$ cat src/rtl/mem_arbiter_pkg.sv
// Shared types for the I/D memory arbiter: RAM handshake state, word type,
// arbiter FSM encoding and default starvation settings.
package mem_arbiter_pkg;

    typedef logic [31:0] word_t;

    typedef enum logic [1:0] {
        FREE   = 2'b00,
        BUSY   = 2'b01,
        ACCESS = 2'b10,
        ERROR  = 2'b11
    } ramstate_t;

    typedef enum logic [1:0] {
        IDLE = 2'b00,
        IGNT = 2'b01,
        DGNT = 2'b10
    } arb_state_t;

    localparam int STARVE_LIMIT_DEF = 4;
    localparam int CNT_W_DEF        = 3;

endpackage

$ cat src/rtl/mem_arbiter_if.sv
// Cache-side request/response and RAM-side bus signals around the arbiter.
// slave = the arbiter's view; master = the caches plus RAM around it.
interface mem_arbiter_if;
    import mem_arbiter_pkg::*;

    logic      iREN;
    word_t     iaddr;
    logic      dREN;
    logic      dWEN;
    word_t     daddr;
    word_t     dstore;
    logic      iwait;
    logic      dwait;
    word_t     iload;
    word_t     dload;
    logic      ramREN;
    logic      ramWEN;
    word_t     ramaddr;
    word_t     ramstore;
    word_t     ramload;
    ramstate_t ramstate;
    logic      mem_err;

    modport slave (
        input  iREN, iaddr, dREN, dWEN, daddr, dstore, ramload, ramstate,
        output iwait, dwait, iload, dload, ramREN, ramWEN, ramaddr, ramstore, mem_err
    );

    modport master (
        output iREN, iaddr, dREN, dWEN, daddr, dstore, ramload, ramstate,
        input  iwait, dwait, iload, dload, ramREN, ramWEN, ramaddr, ramstore, mem_err
    );

endinterface

$ cat src/rtl/mem_arbiter.sv
// Shares one RAM port between instruction fetch and data access. Data wins,
// but after STARVE_LIMIT data grants taken while a fetch waits, fetch is forced.
//
// state | meaning
// IDLE  | no owner, RAM enables off, both waits high
// IGNT  | instruction fetch owns the RAM until ACCESS or abort
// DGNT  | data access owns the RAM until ACCESS or abort
module mem_arbiter
    import mem_arbiter_pkg::*;
#(
    parameter int STARVE_LIMIT = STARVE_LIMIT_DEF,
    parameter int CNT_W        = CNT_W_DEF
) (
    input logic         CLK,
    input logic         nRST,
    mem_arbiter_if.slave bus
);

    localparam logic [CNT_W-1:0] LIMIT = CNT_W'(STARVE_LIMIT);

    arb_state_t       state, next_state;
    logic [CNT_W-1:0] starve_cnt, next_cnt;
    logic             d_req, owner_req, done;

    always_comb begin
        d_req     = bus.dREN | bus.dWEN;
        owner_req = 1'b0;
        if (state == IGNT) owner_req = bus.iREN;
        if (state == DGNT) owner_req = d_req;
        done      = owner_req && (bus.ramstate == ACCESS);
    end

    always_comb begin
        next_state = state;
        next_cnt   = starve_cnt;
        case (state)
            IDLE: begin
                if (d_req && !(bus.iREN && starve_cnt == LIMIT)) begin
                    next_state = DGNT;
                    if (!bus.iREN)
                        next_cnt = '0;
                    else if (starve_cnt != LIMIT)
                        next_cnt = starve_cnt + CNT_W'(1);
                end else if (bus.iREN) begin
                    next_state = IGNT;
                    next_cnt   = '0;
                end
            end
            IGNT, DGNT: begin
                // A dropped request (flush) aborts the grant without a wait pulse.
                if (!owner_req || done)
                    next_state = IDLE;
            end
            default: next_state = IDLE;
        endcase
    end

    always_ff @(posedge CLK or negedge nRST) begin
        if (!nRST) begin
            state      <= IDLE;
            starve_cnt <= '0;
        end else begin
            state      <= next_state;
            starve_cnt <= next_cnt;
        end
    end

    // Outputs decode the registered state so an async reset drops enables at once.
    always_comb begin
        bus.iwait    = 1'b1;
        bus.dwait    = 1'b1;
        bus.iload    = '0;
        bus.dload    = '0;
        bus.ramREN   = 1'b0;
        bus.ramWEN   = 1'b0;
        bus.ramaddr  = '0;
        bus.ramstore = '0;
        bus.mem_err  = owner_req && (bus.ramstate == ERROR);
        case (state)
            IGNT: begin
                bus.ramaddr = bus.iaddr;
                bus.ramREN  = bus.iREN;
                if (done) begin
                    bus.iwait = 1'b0;
                    bus.iload = bus.ramload;
                end
            end
            DGNT: begin
                bus.ramaddr  = bus.daddr;
                bus.ramstore = bus.dstore;
                bus.ramWEN   = bus.dWEN;
                bus.ramREN   = bus.dREN & ~bus.dWEN;
                if (done) begin
                    bus.dwait = 1'b0;
                    bus.dload = bus.ramload;
                end
            end
            default: ;
        endcase
    end

endmodule

$ cat src/flat_wrapper.sv
// flat-port wrapper written by rule: the top's interface ports become plain ports
module mem_arbiter_flat import mem_arbiter_pkg::*;
#(
    parameter int STARVE_LIMIT = STARVE_LIMIT_DEF,
    parameter int CNT_W        = CNT_W_DEF
)
  (CLK, nRST, bus_iREN, bus_iaddr, bus_dREN, bus_dWEN, bus_daddr, bus_dstore, bus_ramload, bus_ramstate, bus_iwait, bus_dwait, bus_iload, bus_dload, bus_ramREN, bus_ramWEN, bus_ramaddr, bus_ramstore, bus_mem_err);
  mem_arbiter_if bus_i ();
  input logic CLK;
  input logic nRST;
  input wire logic [$bits(bus_i.iREN)-1:0] bus_iREN;
  input wire logic [$bits(bus_i.iaddr)-1:0] bus_iaddr;
  input wire logic [$bits(bus_i.dREN)-1:0] bus_dREN;
  input wire logic [$bits(bus_i.dWEN)-1:0] bus_dWEN;
  input wire logic [$bits(bus_i.daddr)-1:0] bus_daddr;
  input wire logic [$bits(bus_i.dstore)-1:0] bus_dstore;
  input wire logic [$bits(bus_i.ramload)-1:0] bus_ramload;
  input wire logic [$bits(bus_i.ramstate)-1:0] bus_ramstate;
  output wire logic [$bits(bus_i.iwait)-1:0] bus_iwait;
  output wire logic [$bits(bus_i.dwait)-1:0] bus_dwait;
  output wire logic [$bits(bus_i.iload)-1:0] bus_iload;
  output wire logic [$bits(bus_i.dload)-1:0] bus_dload;
  output wire logic [$bits(bus_i.ramREN)-1:0] bus_ramREN;
  output wire logic [$bits(bus_i.ramWEN)-1:0] bus_ramWEN;
  output wire logic [$bits(bus_i.ramaddr)-1:0] bus_ramaddr;
  output wire logic [$bits(bus_i.ramstore)-1:0] bus_ramstore;
  output wire logic [$bits(bus_i.mem_err)-1:0] bus_mem_err;
  assign bus_i.iREN = bus_iREN;
  assign bus_i.iaddr = bus_iaddr;
  assign bus_i.dREN = bus_dREN;
  assign bus_i.dWEN = bus_dWEN;
  assign bus_i.daddr = bus_daddr;
  assign bus_i.dstore = bus_dstore;
  assign bus_i.ramload = bus_ramload;
  assign bus_i.ramstate = bus_ramstate;
  assign bus_iwait = bus_i.iwait;
  assign bus_dwait = bus_i.dwait;
  assign bus_iload = bus_i.iload;
  assign bus_dload = bus_i.dload;
  assign bus_ramREN = bus_i.ramREN;
  assign bus_ramWEN = bus_i.ramWEN;
  assign bus_ramaddr = bus_i.ramaddr;
  assign bus_ramstore = bus_i.ramstore;
  assign bus_mem_err = bus_i.mem_err;
  mem_arbiter #(.STARVE_LIMIT(STARVE_LIMIT), .CNT_W(CNT_W)) u_core (.CLK(CLK), .nRST(nRST), .bus(bus_i));
endmodule
$ cat config.mk
export PLATFORM = sky130hd
export DESIGN_NAME = mem_arbiter_flat
export DESIGN_NICKNAME = d
export VERILOG_FILES = /design/src/rtl/mem_arbiter_pkg.sv /design/src/rtl/mem_arbiter_if.sv /design/src/rtl/mem_arbiter.sv /design/src/flat_wrapper.sv
export SDC_FILE = /design/constraint.sdc
export NUM_CORES = 1
export LEC_CHECK = 0
export ABC_CLOCK_PERIOD_IN_PS = 2900
export CELL_PAD_IN_SITES_DETAIL_PLACEMENT = 1
export CELL_PAD_IN_SITES_GLOBAL_PLACEMENT = 1
export CORE_MARGIN = 2
export CORE_UTILIZATION = 12
export DETAILED_ROUTE_END_ITERATION = 7
export PLACE_DENSITY = 0.85
export SYNTH_ARGS = -nofsm -noshare
export SYNTH_HDL_FRONTEND = slang
export SYNTH_SLANG_ARGS = --single-unit
export TNS_END_PERCENT = 30
$ cat constraint.sdc
create_clock -name CLK -period 2.9 [get_ports CLK]
set_input_delay 0.725 -clock CLK [delete_from_list [all_inputs] [get_ports CLK]]
set_output_delay 0.725 -clock CLK [all_outputs]
set_load 0.05 [all_outputs]
==> load_flow_metrics.sql, run 1 <==
INSERT INTO impl_metrics (metric_group, metric, value, unit) VALUES
('status', 'outcome', 'finished, final reports clean', ''),
('setup_path', 'worstPathArrival', '2.15', 'ns'),
('timing', 'setup-tns-final', '0', 'ns'),
('finish', 'antennaDiodeCount', '0', ''),
('floorplanning', 'num_rows', '41', ''),
('drt', 'vias', '2802', ''),
('setup_path', 'crit_required', '2.17', 'ns'),
('floorplanning', 'floorplan.initialDensity', '12.3', '%'),
('setup_path', 'crit_path_max_incr_delay', '0.48', 'ns'),
('synthesis', 'mean_cell_area_of_the_mapped_netlist', '6.70', 'um2'),
('finish', 'final_nets', '643', ''),
('timing', 'min_period', '2.88', 'ns'),
('synthesis', 'synth-seq-cells', '5', ''),
('pwr', 'combPwrFrac', '92.3', '%'),
('placed_design', 'dp_hpwl', '9470', 'um'),
('pwr', 'power.density_cell_area', '767', 'mW/mm2'),
('global_route', 'track_usage', '15.3', '%'),
('drt', 'antenna_violating_nets_post_route', '0', ''),
('clock_network', 'h-tree-depth', '1', ''),
('clock_network', 'maximum_buffer_depth_of_the_clock_tree', '2', ''),
('timing', 'final.setup_skew', '0.00407', 'ns'),
('synthesis', 'synth.top_cells.by_count', '97 x sky130_fd_sc_hd__and2_1, 33 x sky130_fd_sc_hd__nor2b_1, 32 x sky130_fd_sc_hd__a22oi_1, 17 x sky130_fd_sc_hd__clkbuf_1, 9 x sky130_fd_sc_hd__inv_1', ''),
('pwr', 'power.switching_fraction', '51.1', '%'),
('global_route', 'antenna_found_initial', '0', ''),
('drt', 'post_drt_wl_per_cell', '16.8', 'um'),
('drt', 'detail_route.iter0.violations', '35', ''),
('clock_network', 'clk_latency', '0.23', 'ns'),
('timing', 'grt_setup_unrepaired', 'true', ''),
('synthesis', 'synth.area.top_cells', 'sky130_fd_sc_hd__and2_1 39%, sky130_fd_sc_hd__a22oi_1 15%, sky130_fd_sc_hd__nor2b_1 13%', ''),
('timing', 'final-max-slew-violation-count', '0', ''),
('min_path', 'worst_hold_path_type', 'reg2reg', ''),
('setup_path', 'worst-setup-path-type', 'in2out', ''),
('floorplanning', 'die-height', '118', 'um'),
('drt', 'avgViaCountPerCell', '4.16', ''),
('synthesis', 'synth_enable_flop_cells', '0', ''),
('synthesis', 'yosys.cell_types.count', '29', ''),
('clock_network', 'inserted_clock_buffers', '3', ''),
('setup_path', 'cp_slowest_cell', 'sky130_fd_sc_hd__clkdlybuf4s50_1', ''),
('global_route', 'globalRoute.totalOverflow', '0', ''),
('floorplanning', 'die_w', '118', 'um'),
('global_route', 'grt_start_max_net_pins', '67', ''),
('floorplanning', 'core_area', '0.0127', 'mm2'),
('setup_path', 'combined_buffer_and_inverter_count_along_the_critical_path', '3', ''),
('timing', 'worst_slew_pin_slew', '0.474', 'ns'),
('synthesis', 'synth.yosys.seq_area_share', '8.01', '%'),
('placed_design', 'finalWeightedCongestion', '0.790', ''),
('synthesis', 'async_reset_ff_share', '100', '%'),
('setup_path', 'critical_path.most_common_cell', 'sky130_fd_sc_hd__buf_12', ''),
('timing', 'min_period_over_period', '99.2', '%'),
('setup_path', 'cpLargestDelayFamily', 'buffers and inverters', ''),
('drt', 'remaining_drc_errors', '0', ''),
('global_route', 'grt_pass1_vias', '3178', ''),
('synthesis', 'synth_warnings', '0', ''),
('synthesis', 'synth_ff_type', 'sky130_fd_sc_hd__dfrtp_1', ''),
('clock_network', 'cts.clk_slew.worst_paths', '0.04', 'ns'),
('pwr', 'leakagePower', '0.00241', 'uW'),
('pwr', 'total_power', '4650', 'uW'),
('setup_path', 'startpoint_type', 'input pin', ''),
('floorplanning', 'design.portCount', '268', ''),
('pwr', 'vdd.ir_drop.worst', '0.529', 'mV'),
('finish', 'area_growth', '289', '%'),
('synthesis', 'synth.net_count', '373', ''),
('timing', 'final-hold-violation-count', '0', ''),
('clock_network', 'tritoncts', 'done', ''),
('timing', 'achievable-frequency', '348', 'MHz'),
('synthesis', 'post_synthesis_instance_area', '0.00156', 'mm2'),
('timing', 'final-setup-viol-count', '0', ''),
('pwr', 'p_sw', '2380', 'uW'),
('finish', 'layout-drive-gt1-share', '38.8', '%'),
('synthesis', 'synthMostInstantiatedCell', 'sky130_fd_sc_hd__and2_1', ''),
('drt', 'postRouteWirelength', '11300', 'um');
## kinds of logic after synthesis
logic type	after synthesis	synth area share [%]
simple gates	151	60.3
buf+inv	29	7.21
compound gates	43	20.4
fa+ha+maj	5	4.01
flops	5	8.01
## state kept, by name, indices dropped and copies added (netlist names)
| name | count |
|---|---|
| u_core.state | 2 |
| u_core.starve_cnt | 3 |
## per-layer routing
layer	routed length [um]	GRT usage [%]	up-vias
met5	0	0	-
met4	59	1.51	0
met3	834	3.97	6
met2	6560	32.0	158
met1	3850	15.2	1313
li1	-	-	1325
## power by group through the flow
stage | registers (uW) | logic [uW] | clock network (uW)
final | 131 | 4290 | 230
after global routing | 136 | 4470 | 240
after CTS | 130 | 4340 | 233
after detailed placement | 127 | 4270 | 0
after global placement | 125 | 4170 | 0
after floorplan | 119 | 2130 | 0
## layout make-up
type                    count  area, um2
multi-input cells         203       1480
clock buffers               4       78.8
repair buffers            281       4140
well taps                 172        215
flip-flops and latches      5        125
inverters                   9       33.8
fillers                  1359       6600
## metrics by stage
| step | setup slack [ns] | instance area, um2 | utilization [%] | instances | hold slack, ns |
|---|---|---|---|---|---|
| finish | 0.0232 | 6070 | 47.9 | 674 | 0.540 |
| global route | -0.0219 | 6070 | 47.9 | 674 | 0.567 |
| CTS | -0.0292 | 6020 | 47.5 | 673 | 0.544 |
| detailed placement | -0.122 | 5810 | 45.8 | 664 | 0.539 |
| global placement | -0.0898 | 5810 | 45.8 | 664 | 0.490 |
| floorplan | 0.0997 | 1560 | - | 233 | 0.429 |
## cells in the final DEF, fill, tap and decap left out, drive strengths merged, types with 2 or more instances in the layout
master / instances
clkdlybuf4s50: 131
and2: 97
o31ai: 2
a21boi: 2
nand2: 6
ha: 5
dfrtp: 5
nor2b: 33
o21ai: 2
nand3: 2
and4: 7
a22oi: 32
buf: 147
inv: 9
clkbuf: 4
dlymetal6s2s: 2
nand4: 2
## path summary, 6_finish.rpt
kind	cells past startpoint	from	end	slack [ns]
max	6	bus_ramstate[1]	bus_dload[18]	0.02
min	1	u_core.starve_cnt[0]	u_core.starve_cnt[0]	0.54
max reg2reg	6	u_core.state[0]	u_core.state[0]	1.00
min reg2reg	1	u_core.starve_cnt[0]	u_core.starve_cnt[0]	0.54
max in group asynchronous	1	nRST	u_core.state[0]	1.97
min in group asynchronous	1	nRST	u_core.starve_cnt[2]	0.73
## repair_timing
item                       4_1_cts  5_1_grt
hold endpoints to repair         0        0
pin swaps                        4        3
gates resized for setup         32       17
setup endpoints to repair       65       63
gates cloned                     4        0
buffers inserted                 1        1
Power figures use the tool's default switching activity.
==> run 2: changes to the inputs <==
--- a/config.mk
+++ b/config.mk
@@ -7,11 +7,13 @@
 export LEC_CHECK = 0
 export ABC_CLOCK_PERIOD_IN_PS = 2900
 export CELL_PAD_IN_SITES_DETAIL_PLACEMENT = 1
-export CELL_PAD_IN_SITES_GLOBAL_PLACEMENT = 1
+export CELL_PAD_IN_SITES_GLOBAL_PLACEMENT = 2
 export CORE_MARGIN = 2
-export CORE_UTILIZATION = 12
+export CORE_UTILIZATION = 10
+export CTS_BUF_LIST = sky130_fd_sc_hd__clkbuf_16
+export CTS_CLUSTER_SIZE = 12
 export DETAILED_ROUTE_END_ITERATION = 7
-export PLACE_DENSITY = 0.85
+export PLACE_DENSITY = 0.95
 export SYNTH_ARGS = -nofsm -noshare
 export SYNTH_HDL_FRONTEND = slang
 export SYNTH_SLANG_ARGS = --single-unit
==> run 2 against run 1 <==
Clock power shrank 5%. Final area shrank 0.45%. Critical path type unchanged. Fmax grew 0.75%. Largest cell class unchanged. Global-route usage shrank 2.8 points. Routed wire length shrank 1.2%.
==> load_flow_metrics.sql, run 2 (synthesis gave the netlist of run 1 again) <==
INSERT INTO impl_metrics (metric_group, metric, value, unit) VALUES
('setup_path', 'worst_setup_path_startpoint', 'bus_iREN', ''),
('floorplanning', 'die_w', '129', 'um'),
('timing', 'min_period', '2.86', 'ns'),
('finish', 'multi_input_comb_area', '0.00142', 'mm2'),
('pwr', 'power.sequential.fraction', '2.7', '%'),
('drt', 'drt_pass1_iterations', '4', ''),
('global_route', 'globalRoute.totalOverflow', '0', ''),
('setup_path', 'worstPathArrival', '2.13', 'ns'),
('clock_network', 'tritoncts', 'done', ''),
('setup_path', 'critical_path_peak_fanout', '16', ''),
('finish', 'post_layout_nonfiller_instances', '709', ''),
('pwr', 'combPwrFrac', '92.6', '%'),
('finish', 'post-route-cell-area', '0.00604', 'mm2'),
('status', 'outcome', 'finished, final reports clean', ''),
('placed_design', 'place_inst', '701', ''),
('timing', 'final_critical_path_setup_slack', '0.0447', 'ns'),
('setup_path', 'cp_slowest_cell', 'sky130_fd_sc_hd__clkdlybuf4s50_1', ''),
('clock_network', 'h-tree-depth', '1', ''),
('setup_path', 'reg2reg_slack', '1.03', 'ns'),
('placed_design', 'dp_hpwl', '9500', 'um'),
('pwr', 'power.density_cell_area', '770', 'mW/mm2'),
('floorplanning', 'die_area', '0.0166', 'mm2'),
('setup_path', 'startpoint_type', 'input pin', ''),
('placed_design', 'dpl_cell_area', '0.00584', 'mm2'),
('global_route', 'grt_first_pass_wirelength', '16400', 'um'),
('placed_design', 'buffer_ports.inserted', '267', ''),
('timing', 'final-max-slew-violation-count', '0', ''),
('setup_path', 'timing.critical_path.cells', 'clkdlybuf4s50_1, a21o_1, and4_4, and2_1, buf_12', ''),
('floorplanning', 'design.portCount', '268', ''),
('finish', 'fill_cells', '1678', ''),
('floorplanning', 'num_rows', '45', ''),
('setup_path', 'cp.depth', '5', ''),
('pwr', 'p_sw', '2370', 'uW'),
('timing', 'achievable-frequency', '350', 'MHz'),
('finish', 'top_register', 'u_core.starve_cnt', ''),
('pwr', 'power.switching_fraction', '51.0', '%'),
('finish', 'flip_flop_count_of_the_largest_register_all_copies_and_words_added', '3', ''),
('drt', 'remaining_drc_errors', '0', ''),
('timing', 'timing.max_slew.rel_slack', '70.4', '%'),
('setup_path', 'crit_required', '2.17', 'ns'),
('clock_network', 'number_of_clock_sinks', '5', ''),
('job', 'timing.max_cap.violations', '0', ''),
('placed_design', 'place_worst_setup_slack', '-0.156', 'ns'),
('timing', 'final.setup_skew', '0.000399', 'ns'),
('clock_network', 'post-cts-setup-buffers', '0', ''),
('drt', 'antenna_violating_nets_post_route', '0', ''),
('setup_path', 'number_of_cells_on_the_worst_reg_to_reg_path', '6', ''),
('global_route', 'antenna_found_initial', '1', ''),
('setup_path', 'crit_path_max_incr_delay', '0.48', 'ns'),
('setup_path', 'r2r_end', 'u_core.state[0]', ''),
('finish', 'layout.cells.most_common', 'sky130_fd_sc_hd__buf_12', ''),
('finish', 'final_nets', '638', ''),
('clock_network', 'clk_latency', '0.22', 'ns'),
('drt', 'detail_route.iter0.violations', '56', ''),
('setup_path', 'crit-reg2reg-launch', 'u_core.state[0]', ''),
('clock_network', 'cts.clk_slew.worst_paths', '0.03', 'ns'),
('drt', 'postRouteWirelength', '11200', 'um'),
('setup_path', 'critical_path.endpoint', 'bus_iload[3]', ''),
('pwr', 'leakagePower', '0.00237', 'uW'),
('clock_network', 'inserted_clock_buffers', '3', ''),
('timing', 'grt_setup_unrepaired', 'true', ''),
('finish', 'regArea', '125', 'um2'),
('floorplanning', 'core_area', '0.0153', 'mm2'),
('timing', 'final-setup-viol-count', '0', ''),
('pwr', 'vdd.ir_drop.worst', '0.439', 'mV'),
('setup_path', 'combined_buffer_and_inverter_count_along_the_critical_path', '2', ''),
('setup_path', 'cp-end-kind', 'primary output', ''),
('setup_path', 'cpLargestDelayFamily', 'buffers and inverters', ''),
('global_route', 'track_usage', '12.5', '%'),
('floorplanning', 'die-height', '129', 'um'),
('drt', 'post_drt_wl_per_cell', '15.8', 'um'),
('finish', 'layout-drive-gt1-share', '35.6', '%'),
('clock_network', 'maximum_buffer_depth_of_the_clock_tree', '2', ''),
('finish', 'layout.core_utilization', '39.6', '%'),
('finish', 'area_growth', '287', '%'),
('drt', 'avgViaCountPerCell', '3.88', ''),
('global_route', 'grt_pass1_vias', '3020', ''),
('setup_path', 'worst-setup-path-type', 'in2out', ''),
('timing', 'final-hold-violation-count', '0', ''),
('pwr', 'pwr-share-clk', '4.7', '%'),
('drt', 'vias', '2752', ''),
('timing', 'worst_slew_pin_slew', '0.440', 'ns'),
('floorplanning', 'floorplan.initialDensity', '10.2', '%'),
('placed_design', 'finalWeightedCongestion', '0.786', ''),
('timing', 'min_period_over_period', '98.5', '%'),
('clock_network', 'cts_root_buf', 'sky130_fd_sc_hd__clkbuf_16', ''),
('finish', 'reg_top3', 'u_core.starve_cnt: 3 flops, u_core.state: 2 flops', ''),
('min_path', 'worst_hold_path_type', 'reg2reg', ''),
('clock_network', 'cts_hold_repair.buffers', '0', ''),
('global_route', 'grt_start_max_net_pins', '66', ''),
('pwr', 'internal-power', '2280', 'uW'),
('finish', 'final_cell_mix', '134 x sky130_fd_sc_hd__buf_12, 130 x sky130_fd_sc_hd__clkdlybuf4s50_1, 75 x sky130_fd_sc_hd__and2_1', ''),
('timing', 'hold_ws', '0.532', 'ns');
run 2: cell types whose count changed in the layout (fill, tap and decap cells not counted), moves of 2 or more:
cell,change
sky130_fd_sc_hd__and2_1,+12
sky130_fd_sc_hd__and2_4,-12
sky130_fd_sc_hd__and4_4,-2
sky130_fd_sc_hd__buf_4,-2
run 2: worst min path at each step:
| stage | start | end | slack [ns] | depth (start not counted) |
|---|---|---|---|---|
| 6_report | u_core.starve_cnt[0] | u_core.starve_cnt[0] | 0.53 | 1 |
| 4_1_cts | u_core.starve_cnt[0] | u_core.starve_cnt[0] | 0.54 | 1 |
| 3_3_place_gp | u_core.starve_cnt[1] | u_core.starve_cnt[1] | 0.49 | 2 |
| 3_5_place_dp | u_core.starve_cnt[0] | u_core.starve_cnt[0] | 0.54 | 1 |
| 5_1_grt | u_core.starve_cnt[0] | u_core.starve_cnt[0] | 0.58 | 1 |
| 2_1_floorplan | nRST | u_core.starve_cnt[0] | 0.43 | 0 |
run 2: per-stage QoR:
| step | power, uW | setup TNS [ns] |
|---|---|---|
| 6_report | 4650 | 0 |
| 5_1_grt | 4860 | -0.397 |
| 4_1_cts | 4690 | -0.0416 |
| 3_5_place_dp | 4440 | -6.48 |
| 3_3_place_gp | 4360 | -2.87 |
| 2_1_floorplan | 2250 | 0 |
run 2: layout make-up:
type / count / share of cell area, %
multi-input cells: 201 / 23.5
inverters: 9 / 0.559
flip-flops and latches: 5 / 2.07
clock buffers: 3 / 1.24
repair buffers: 278 / 68.2
well taps: 211 / 4.37
clock inverters: 1 / 0.0621
diodes: 1 / 0.0414
run 2: power groups by stage:
stage	logic [uW]	clock network [uW]	registers, uW
after floorplan	2130	0	119
after global placement	4230	0	125
after detailed placement	4310	0	128
after CTS	4340	223	127
after global routing	4500	230	133
final	4310	219	126
run 2: what timing repair did:
item	in CTS	in global routing
endpoints found under the setup margin	66	58
endpoints found under the hold margin	0	0
pin swaps	1	1
cloned	2	1
gates resized for setup	13	19
run 2: worst reg2reg max path, delay by kind of cell, from the launching register on:
family          cells  cell delay (ns)
buf+inv             2             0.26
simple gates        2             0.64
compound gates      1             0.20
flops               1             0.40
fa+ha+maj           1             0.25
run 2: routing by layer:
metal / part of all wire, % / wire [um] / GRT usage (%)
met3: 7.3 / 816 / 2.83
met2: 58 / 6470 / 26.6
met5: 0 / 0 / 0
met1: 34 / 3760 / 12.1
met4: 1.1 / 123 / 2.37
==> run 3: changes to the inputs <==
--- a/config.mk
+++ b/config.mk
@@ -6,6 +6,7 @@
 export NUM_CORES = 1
 export LEC_CHECK = 0
 export ABC_CLOCK_PERIOD_IN_PS = 2900
+export CAP_MARGIN = 20
 export CELL_PAD_IN_SITES_DETAIL_PLACEMENT = 1
 export CELL_PAD_IN_SITES_GLOBAL_PLACEMENT = 2
 export CORE_MARGIN = 2
==> results of run 3 <==
No change in the layout: final DEF, timing and power equal those of run 2.
